**src/rtl/input_loader.sv**
```systemverilog
// Streams one input vector into the banked I/O SRAMs.
// Element i lands in bank i mod NBANKS, word i / NBANKS.
module input_loader #(
  parameter int DATA_W = 16,
  parameter int NBANKS = 64,
  parameter int ADDR_W = 4,
  parameter int N_ELEM = 784
) (
  input  logic              clk,
  input  logic              rst,
  input  logic              start,
  input  logic              abort,
  input  logic              in_valid,
  input  logic [DATA_W-1:0] in_data,
  output logic              in_ready,
  output logic [NBANKS-1:0] wr_we,
  output logic [ADDR_W-1:0] wr_addr,
  output logic [DATA_W-1:0] wr_data,
  output logic              busy,
  output logic              done
);

  localparam int BW = (NBANKS > 1) ? $clog2(NBANKS) : 1;
  localparam int EW = (N_ELEM > 1) ? $clog2(N_ELEM) : 1;
  localparam logic [BW-1:0] BANK_LAST = BW'(NBANKS - 1);
  localparam logic [EW-1:0] ELEM_LAST = EW'(N_ELEM - 1);
  localparam logic [NBANKS-1:0] ONE = NBANKS'(1);

  if (N_ELEM == 0 || N_ELEM > NBANKS * (2 ** ADDR_W)) begin : g_bad
    $error("input_loader: N_ELEM does not fit the banks");
  end

  typedef enum logic [1:0] {
    IDLE,
    LOAD,
    FLUSH
  } state_t;

  state_t state;

  logic [BW-1:0]     bank_cnt;
  logic [ADDR_W-1:0] word_cnt;
  logic [EW-1:0]     elem_cnt;
  logic              accept;

  // Abort masks ready so a pixel offered alongside it is dropped.
  assign in_ready = (state == LOAD) && !abort;
  assign accept   = in_valid && in_ready;
  assign busy     = (state != IDLE);

  always_ff @(posedge clk or negedge rst) begin
    if (!rst) begin
      state    <= IDLE;
      bank_cnt <= '0;
      word_cnt <= '0;
      elem_cnt <= '0;
      wr_we    <= '0;
      wr_addr  <= '0;
      wr_data  <= '0;
      done     <= 1'b0;
    end else begin
      wr_we <= '0;
      done  <= 1'b0;
      unique case (state)
        IDLE: begin
          if (start && !abort) begin
            state    <= LOAD;
            bank_cnt <= '0;
            word_cnt <= '0;
            elem_cnt <= '0;
          end
        end
        LOAD: begin
          if (abort) begin
            state    <= IDLE;
            bank_cnt <= '0;
            word_cnt <= '0;
            elem_cnt <= '0;
          end else if (accept) begin
            wr_we   <= ONE << bank_cnt;
            wr_addr <= word_cnt;
            wr_data <= in_data;
            if (elem_cnt == ELEM_LAST) begin
              state    <= FLUSH;
              bank_cnt <= '0;
              word_cnt <= '0;
              elem_cnt <= '0;
            end else begin
              elem_cnt <= elem_cnt + 1'b1;
              if (bank_cnt == BANK_LAST) begin
                bank_cnt <= '0;
                word_cnt <= word_cnt + 1'b1;
              end else begin
                bank_cnt <= bank_cnt + 1'b1;
              end
            end
          end
        end
        FLUSH: begin
          state <= IDLE;
          done  <= !abort;
        end
        default: state <= IDLE;
      endcase
    end
  end

endmodule

```
**config.mk**
```make
export PLATFORM = sky130hd
export DESIGN_NAME = input_loader
export DESIGN_NICKNAME = d
export VERILOG_FILES = /design/src/rtl/input_loader.sv
export SDC_FILE = /design/constraint.sdc
export NUM_CORES = 1
export LEC_CHECK = 0
export CAP_MARGIN = 25
export CELL_PAD_IN_SITES_DETAIL_PLACEMENT = 0
export CELL_PAD_IN_SITES_GLOBAL_PLACEMENT = 2
export CORE_MARGIN = 2
export CORE_UTILIZATION = 32
export DETAILED_ROUTE_END_ITERATION = 12
export GPL_ROUTABILITY_DRIVEN = 0
export PLACE_DENSITY = 0.86
export SLEW_MARGIN = 20
export SYNTH_ARGS = -nofsm -noshare
export SYNTH_HDL_FRONTEND = slang
export SYNTH_SLANG_ARGS = --single-unit
```
**constraint.sdc**
```tcl
create_clock -name clk -period 5.5 [get_ports clk]
set_input_delay 1.1 -clock clk [delete_from_list [all_inputs] [get_ports clk]]
set_output_delay 1.1 -clock clk [all_outputs]
set_load 0.05 [all_outputs]
```
# Yosys cells after proc, flatten, opt, wreduce, memory -nomap -nowiden
# Index checks and enable logic that the tools add are counted.
[word_totals] ff_bits=107 out_inout_bits=87
[classes] add_sub_neg=3 eq_ne=8 shifts=1 n_mux=26 bitwise=1 reduce_logical=11
[op_table] cell="$mux 64" count=3
[op_table] cell="$shl 1x6->64 const A" count=1
[op_table] cell="$mux 10" count=4
[op_table] cell="$mux 6" count=5
[op_table] cell="$mux 4" count=5
[op_table] cell="$pmux 10 s2" count=1
[op_table] cell="$pmux 6 s2" count=1
[op_table] cell="$add 10x1->10 const B" count=1
[op_table] cell="$eq 10x10->1 const B" count=1
[op_table] cell="$reduce_and 3->1" count=3
[op_table] cell="$mux 2" count=4
[op_table] cell="$pmux 4 s2" count=1
[op_table] cell="$add 6x1->6 const B" count=1
[op_table] cell="$eq 6x6->1 const B" count=1
[op_table] cell="$add 4x1->4 const B" count=1
[op_table] cell="$ne 4x2->1 const B" count=1
[op_table] cell="$pmux 2 s2" count=1
[op_table] cell="$reduce_and 4->1" count=1
[op_table] cell="$reduce_bool 2->1" count=2
[op_table] cell="$logic_and 1x1->1" count=3
[op_table] cell="$ne 3x2->1 const B" count=1
[op_table] cell="$ne 3x3->1 const B" count=1
[op_table] cell="$eq 2x1->1 const B" count=1
[op_table] cell="$eq 2x2->1 const B" count=1
[op_table] cell="other kinds (5)" count=5

# Logic depth before layout (Yosys ltp)
# Gate-level depths: netlist of run 1.
[logic_depth] ltp_word=6 ltp_mapped=8

# Worst setup path before layout of run 1
# OpenSTA, ideal clock, no wires.
[synth_path] kind="input-to-output" from="input abort" to="output in_ready" t_arrival_ns=1.691 required_ns=4.400 setup_slack_ns=2.709 path_stages=2 cell_sequence="or3b_4 > inv_2"
[synth_between] elab_chain_len=2
[synth_lines] item="from (decl)" line_no="12" text="input logic abort,"
[synth_lines] item="$logic_not 1->1" line_no="47" text="assign in_ready = (state == LOAD) && !abort;"
[synth_lines] item="$logic_and 1x1->1" line_no="47"
[synth_lines] item="to (decl)" line_no="15" text="output logic in_ready,"
# No other way between the ends.

# Worst setup path after layout of run 1
# Ends and elaborated chain as after synthesis.

==> results of run 1 <==
[kinds of logic (layout without fill, tap and decap cells)]
kind of cell,Yosys count,count (layout),share of synthesized area [%]
compound gates,37,37,5.864
xor+xnor,1,1,0.2184
fa+ha+maj,8,8,2.495
buf+inv,25,135,3.025
flops,107,107,66.75
mux,2,2,0.5302
simple gates,195,195,21.12
[sequential cells by signal (all words and copies together) (netlist names)]
register	count
wr_addr	4
done	1
word_cnt	4
bank_cnt	6
wr_we	64
wr_data	16
elem_cnt	10
state	2
[cell usage in the layout (no fill, tap or decap), types with 3 or more instances in the layout]
| cell | count |
|---|---|
| dfrtp_1 | 107 |
| nor2_1 | 75 |
| inv_1 | 10 |
| clkdlybuf4s50_1 | 106 |
| ha_1 | 8 |
| a41oi_1 | 3 |
| a21oi_1 | 3 |
| nand2_1 | 79 |
| nand4_1 | 3 |
| and3_1 | 5 |
| o21ai_0 | 13 |
| buf_4 | 3 |
| clkbuf_16 | 9 |
| a31oi_1 | 8 |
| nand3_1 | 16 |
[critical path: stages]
cell,delay (ps)
clkdlybuf4s50_1,480
or3b_4,430
inv_2,80
clkdlybuf4s50_1,800
[through the flow]
step	power [mW]	cell area (um^2)	instances
final	1.730	5547	653
after global routing	1.806	5547	653
after CTS	1.750	5547	653
after detailed placement	1.074	5233	638
after global placement	1.071	5225	638
after floorplan	0.9773	4011	375
[layer usage]
metal | GRT usage, % | up-vias | routed length [um]
met4 | 2.619 | 0 | 61
met5 | 0 | - | 0
li1 | - | 1441 | -
met2 | 22.73 | 88 | 4157
met3 | 4.550 | 10 | 660
met1 | 20.18 | 1379 | 4392
[final timing paths]
| path | endpoint | depth (start not counted) |
|---|---|---|
| max in group asynchronous | elem_cnt[9] | 2 |
| max reg2reg | word_cnt[3] | 5 |
| min | wr_data[11] | 2 |
| max | in_ready | 4 |
| min reg2reg | wr_data[11] | 2 |
| min in group asynchronous | wr_we[22] | 1 |
[where the power goes]
group	switching (mW)	total, mW	internal [mW]
logic	0.154	0.225	0.0715
clock network	0.276	0.674	0.398
registers	0.0173	0.831	0.813
total	0.447	1.73	1.28
[area by class of cell]
cell class	count	area share [%]
Clock buffer	9	4.060
Clock inverter	6	1.602
Inverter	11	0.7444
Multi-Input combinational cell	243	21.99
Sequential cell	107	48.27
Tap cell	168	3.790
Timing Repair Buffer	109	19.54
==> metrics, run 1 <==
Initial DRT Pass Iterations=4; Final ANT Viol Nets=0; Wirelength per Cell=14.20 um; Yosys top cell area share=66.75%; postcts setup bufs=0; P&R area growth vs syn=38.27%; Data arrival, critical path=2880 ps; largest cells by area after synthesis=dfrtp_1 (67%), nand2_1 (7.4%), nor2_1 (7.0%); footprint of the multi-input gates=1220 um^2; H-Tree Level Count=3; setup total negative slack=0 ps; Peak supply drop=0.1744 mV; Mean Syn Cell Area=10.70 um^2; worst path required time=4400 ps; Yosys reg bits=107; critical path class=in2out; Die Span Y=116.0 um; routed vias=2918; antenna cell count=0; Row Count=40; reg-to-reg startpoint=elem_cnt[0]; setup violators final=0; crit start category=input pin; worst hold path class=reg2reg; Filler Cell Count=1145; Initial DRC Count=110; sequential cell area fraction in the yosys report=66.75%; fin crit period=3978 ps; CTS Sinks=107; All-Layer GR Usage=14.49%; initial antenna violation count=0; Worst-path clk slew=70 ps; Ports=108; GRT overflow=0; instance count of the mapped netlist=375; total area of sequential cells=2678 um^2; Worst Setup SP=abort; Die W=116.0 um; Starting Density=33.12%; Post-DP HPWL=6.430 mm; Worst-Skew Late Latency=340 ps; Bufs on Longest Clock Path=2; number of flops mapped to enable cells by yosys=0; final hold viol count=0; final net count=510; Core Box Area=12110 um^2; Yosys warning total=0; fin util=45.80%; CTS Hold Buffers Added=0; DRC violations left=0; Port Buffers=107; post-synthesis cell type count=42; most frequent cell after synthesis=dfrtp_1; die area=13450 um^2; Max Freq=0.2514 GHz; Hold WS=471.8 ps; power per cell area=311.8 nW/um^2; synth cell count leaders=dfrtp_1 (107), nand2_1 (79), nor2_1 (75); Post-synth ARST share=100.0%; cell taking the most area after synthesis=dfrtp_1; syn nets=404; Crit Path Max Fanout=6; global-route wire length before repair=15.21 mm; layout cell share with drive strength beyond 1=5.773%; Worst slew margin=36.17%; total CTS buffers=9; vias in the first global route=2934; hold_sp=wr_data[11]; ys flop type=dfrtp_1; post_cts resized=0; Vias per Instance=4.469; CTS tree=yes; worst slew pin tran=945.0 ps; max cap viols=0; status=finished, final reports clean; leak pwr=2.500 nW; R2R setup slack=3220 ps; period utilization=72.32%; Cell Area, Synth=4011 um^2; Setup WS pre-CTS=1516 ps; Crit. End Element=primary output; Root Driver=clkbuf_16; final max-slew violation count=0; largest net degree at the start of global routing=60; Post-Route WL=9.272 mm; Final WS setup=1522 ps; Final Skew=7.641 ps; unrepaired setup endpoints after global routing=false
Note: power is estimated with default switching activity, not from simulation.
==> inputs of run 2 (changes only) <==
--- a/config.mk
+++ b/config.mk
@@ -9,10 +9,10 @@
 export CELL_PAD_IN_SITES_DETAIL_PLACEMENT = 0
 export CELL_PAD_IN_SITES_GLOBAL_PLACEMENT = 2
 export CORE_MARGIN = 2
-export CORE_UTILIZATION = 32
+export CORE_UTILIZATION = 27
 export DETAILED_ROUTE_END_ITERATION = 12
 export GPL_ROUTABILITY_DRIVEN = 0
-export PLACE_DENSITY = 0.86
+export PLACE_DENSITY = 0.78
 export SLEW_MARGIN = 20
 export SYNTH_ARGS = -nofsm -noshare
 export SYNTH_HDL_FRONTEND = slang
==> constraint.sdc (replaced) <==
create_clock -name clk -period 3.3 [get_ports clk]
set_input_delay 0.66 -clock clk [delete_from_list [all_inputs] [get_ports clk]]
set_output_delay 0.66 -clock clk [all_outputs]
set_load 0.05 [all_outputs]
==> metrics, run 2 (synthesized netlist as in run 1, its figures left out) <==
biggest regs=wr_we (64), wr_data (16), elem_cnt (10); Peak supply drop=0.2831 mV (+62%); total area of sequential cells=2678 um^2 (unchanged); layout cell share with drive strength beyond 1=6.148% (+0.37 points); Worst-path clk slew=70 ps (about the same); postcts setup bufs=0 (unchanged); die area=15850 um^2 (+18%); Gate power share=13.4% (+0.4 points); max cap viols=0 (unchanged); vias in the first global route=3009 (+2.6%); power share of the clock group=37.3% (-1.7 points); worst slew pin tran=695.6 ps (-249.4 ps); final hold viol count=0 (unchanged); Ports=108 (unchanged); Post-DP HPWL=6.755 mm (+5.0%); routed vias=2965 (+1.6%); CTS Sinks=107 (unchanged); Initial DRC Count=163 (+48%); CTS tree=yes; DRC violations left=0 (unchanged); unrepaired setup endpoints after global routing=false; P&R area growth vs syn=38.62%; Bufs on Longest Clock Path=2 (unchanged); largest register by flop count=wr_we; Data arrival, critical path=1860 ps (-1020 ps); Sw Pwr=804.2 uW (+80%); power per cell area=505.4 nW/um^2 (+62%); fin crit period=2519 ps; max reg flops=64 (unchanged); GRT overflow=0 (unchanged); Crit. End Element=primary output; crit start category=input pin; status=finished, final reports clean; Vias per Instance=4.412 (-1.3%); CTS Hold Buffers Added=0 (unchanged); Core Box Area=14530 um^2 (+20%); Initial DRT Pass Iterations=4 (unchanged); Port Buffers=107 (unchanged); period utilization=76.34%; Die Span Y=125.9 um (+8.6%); Final ANT Viol Nets=0 (unchanged); Sw Share=28.62% (+2.8 points); Cell Count, Final, Fillers Out=672 (+2.9%); global-route wire length before repair=16.15 mm (+6.2%); most common cell after layout, fill and taps aside=dfrtp_1; Die W=125.9 um (+8.6%); final net count=512 (+0.39%); Hold WS=340.7 ps (-131.1 ps); Crit Path Max Fanout=6 (unchanged); Post-Route WL=9.619 mm (+3.7%); Row Count=44 (+10%); Wirelength per Cell=14.31 um (+0.81%); footprint of the multi-input gates=1212 um^2 (-0.62%); critical path class=in2out; H-Tree Level Count=3 (unchanged); setup violators final=0 (unchanged); Worst slew margin=53.62% (+17 points); Filler Cell Count=1455 (+27%); worst path required time=2640 ps (-1760 ps); Sequential Power Share=49.3% (+1.3 points); Final Skew=7.223 ps (-0.4176 ps); Root Driver=clkbuf_16; Pint=2.006 mW (+56%); placed instance count=656 (+2.8%); worst hold path class=in2async; antenna cell count=0 (unchanged); setup total negative slack=0 ps (unchanged); final max-slew violation count=0 (unchanged); leak pwr=2.501 nW (about the same); Worst-Skew Late Latency=360 ps (+20 ps); total power after layout=2.810 mW (+62%); initial antenna violation count=0 (unchanged); total CTS buffers=9 (unchanged); post_cts resized=0 (unchanged); All-Layer GR Usage=12.88% (-1.6 points); commonest cells after routing, fill and taps aside=dfrtp_1 (107), clkdlybuf4s50_1 (105), nand2_1 (79), nor2_1 (75), nand3_1 (16); Max Freq=0.3969 GHz; Starting Density=27.60% (-5.5 points); largest net degree at the start of global routing=56 (-6.7%)
-- run 2: through the flow --
stage | setup slack [ps] | cell area, um^2 | utilization [%]
final | 780.8 | 5560 | 38.26
after floorplan | 1329 | 4011 | -
after global placement | 701.7 | 5270 | 36.26
after CTS | 796.3 | 5560 | 38.26
after global routing | 746.8 | 5560 | 38.26
after detailed placement | 671.3 | 5270 | 36.26
-- run 2: area by class of cell --
class | count | share of cell area [%]
clock buffer | 10 | 4.118
clock inverter | 6 | 1.103
inverter | 11 | 0.7426
multi-input combinational | 243 | 21.80
sequential | 107 | 48.15
tap | 184 | 4.140
timing repair buffer | 111 | 19.94
-- run 2: power by group through the flow --
| stage | logic [mW] | registers, mW | clock network [mW] |
|---|---|---|---|
| after detailed placement | 0.385 | 1.41 | 0 |
| after global placement | 0.383 | 1.41 | 0 |
| after CTS | 0.386 | 1.39 | 1.07 |
| after global routing | 0.406 | 1.39 | 1.14 |
| final | 0.378 | 1.38 | 1.05 |
| after floorplan | 0.0836 | 1.55 | 0 |
-- run 2: final timing paths --
| kind | start | end | slack [ps] | depth (start not counted) |
|---|---|---|---|---|
| setup / recovery | abort | in_ready | 780 | 4 |
| hold / removal | rst | wr_we[14] | 340 | 1 |
| setup reg to reg | elem_cnt[0] | bank_cnt[4] | 1290 | 6 |
| hold reg to reg | wr_data[0] | wr_data[0] | 480 | 2 |
| max in group asynchronous | rst | wr_data[1] | 2210 | 2 |
| min in group clk | wr_data[0] | wr_data[0] | 480 | 2 |
-- run 2: critical path, stage by stage --
cell	delay (ps)
clkdlybuf4s50_1	490
or3b_4	430
inv_2	80
buf_4	190
-- run 2: per-layer routing --
metal | up-vias | track usage (%) | part of all wire, %
li1 | 1447 | - | -
met1 | 1409 | 17.64 | 47
met2 | 95 | 19.10 | 44
met3 | 14 | 4.588 | 6.5
met4 | 0 | 4.202 | 1.6
met5 | - | 0 | 0
==> variant, RTL diff (settings of run 1) <==
Change the parameter `DATA_W` from 16 to 32.
--- a/src/rtl/input_loader.sv
+++ b/src/rtl/input_loader.sv
@@ -1,7 +1,7 @@
 // Streams one input vector into the banked I/O SRAMs.
 // Element i lands in bank i mod NBANKS, word i / NBANKS.
 module input_loader #(
-  parameter int DATA_W = 16,
+  parameter int DATA_W = 32,
   parameter int NBANKS = 64,
   parameter int ADDR_W = 4,
   parameter int N_ELEM = 784
Ports: changed (resized in_data and wr_data); port bits go from 108 to 140. No check against the original RTL was run, so the function may have changed too.
==> variant against run 1 <==
Setup slack got worse by 14 ps; via count is 21% higher; power rose by 43%; non-clock buffer count grew 33; critical path depth unchanged; sequential cell count up 16; hold slack hardly changed; cell area increased by 23%; synthesized area rose by 16%; clock skew grew 1.9 ps; routed wire length increased by 20%; largest power group is now the clock network; highest routed layer unchanged.
==> variant: results (changes against run 1) <==
- Status: completed
- Post-synth top cells: nand2_1 (127), dfrtp_1 (123), nor2_1 (75)
- Worst clock skew: 9.56 ps (+1.91 ps)
- Finished Layout Cells: 783 (+20%)
- Port Buffer Count: 139 (+30%)
- Met2 GRT Util: 0.253 (+0.0254)
- Net Switching: 0.000711 W (+59%)
- Compound-Gate Fraction of Synth Area: 0.0539 (-0.00473)
- Syn_nets: 487 (+21%)
- Hold WS: 472 ps (-0.0900 ps)
- Crit Reg-Reg Startpoint: state[0]
- FF-to-FF End: wr_we[34]
- R2r setup slk: 3400 ps (+180 ps)
- Number of global-route vias before repair: 3575 (+22%)
- Total GRT Usage: 0.150 (+0.00532)
- Worst-skew pair later-pin latency: 410 ps (+70 ps)
- WL met1: 4.77 mm (+8.7%)
- VDD IR max: 0.173 mV (-0.93%)
- Synth area leaders: dfrtp_1 (66%), nand2_1 (10%), nor2_1 (6.1%)
- Share of cells above drive strength 1: 0.0818 (+0.0241)
- Placed cell area: 0.00622 mm^2 (+19%)
- Post-synthesis sequential area ratio: 0.663 (-0.00443)
- Pleak: 3.10 nW (+24%)
- Mux share of post-synthesis cell area: 0.00458 (-0.000720)
- Total CTS buffers: 17 (+8)
- Worst Path Arrival: 2890 ps (about the same)
- Max Freq: 251 MHz (-0.34%)
- Yosys cell types: 43 (+2.4%)
- Met3 wire len: 488 um (-26%)
[variant: cell count changes after synthesis, sizes merged]
cell    change
clkbuf      +1
buf         +2
inv         -1
clkinv      +1
nand2      +48
dfrtp      +16
[variant: cell type report]
class / instances / area (um^2)
clock inverter: 14 / 159
sequential: 123 / 3080
timing repair buffer: 142 / 1430
inverter: 11 / 42.5
tap: 184 / 230
fill: 1309 / 7560
clock buffer: 18 / 429
multi-input combinational: 291 / 1440
[variant: power groups by stage]
stage / clock [W] / sequential [W] / combinational, W
after floorplan: 0 / 0.00116 / 0.0000701
after global placement: 0 / 0.000997 / 0.000395
after detailed placement: 0 / 0.00100 / 0.000401
after CTS: 0.00112 / 0.000985 / 0.000402
after global routing: 0.00116 / 0.000991 / 0.000419
final: 0.00109 / 0.000984 / 0.000396
[variant: worst max-delay path, cell delays in order]
cell             delay [ps]
clkdlybuf4s50_1         480
or3b_4                  430
clkinv_2                 70
clkdlybuf4s50_1         800
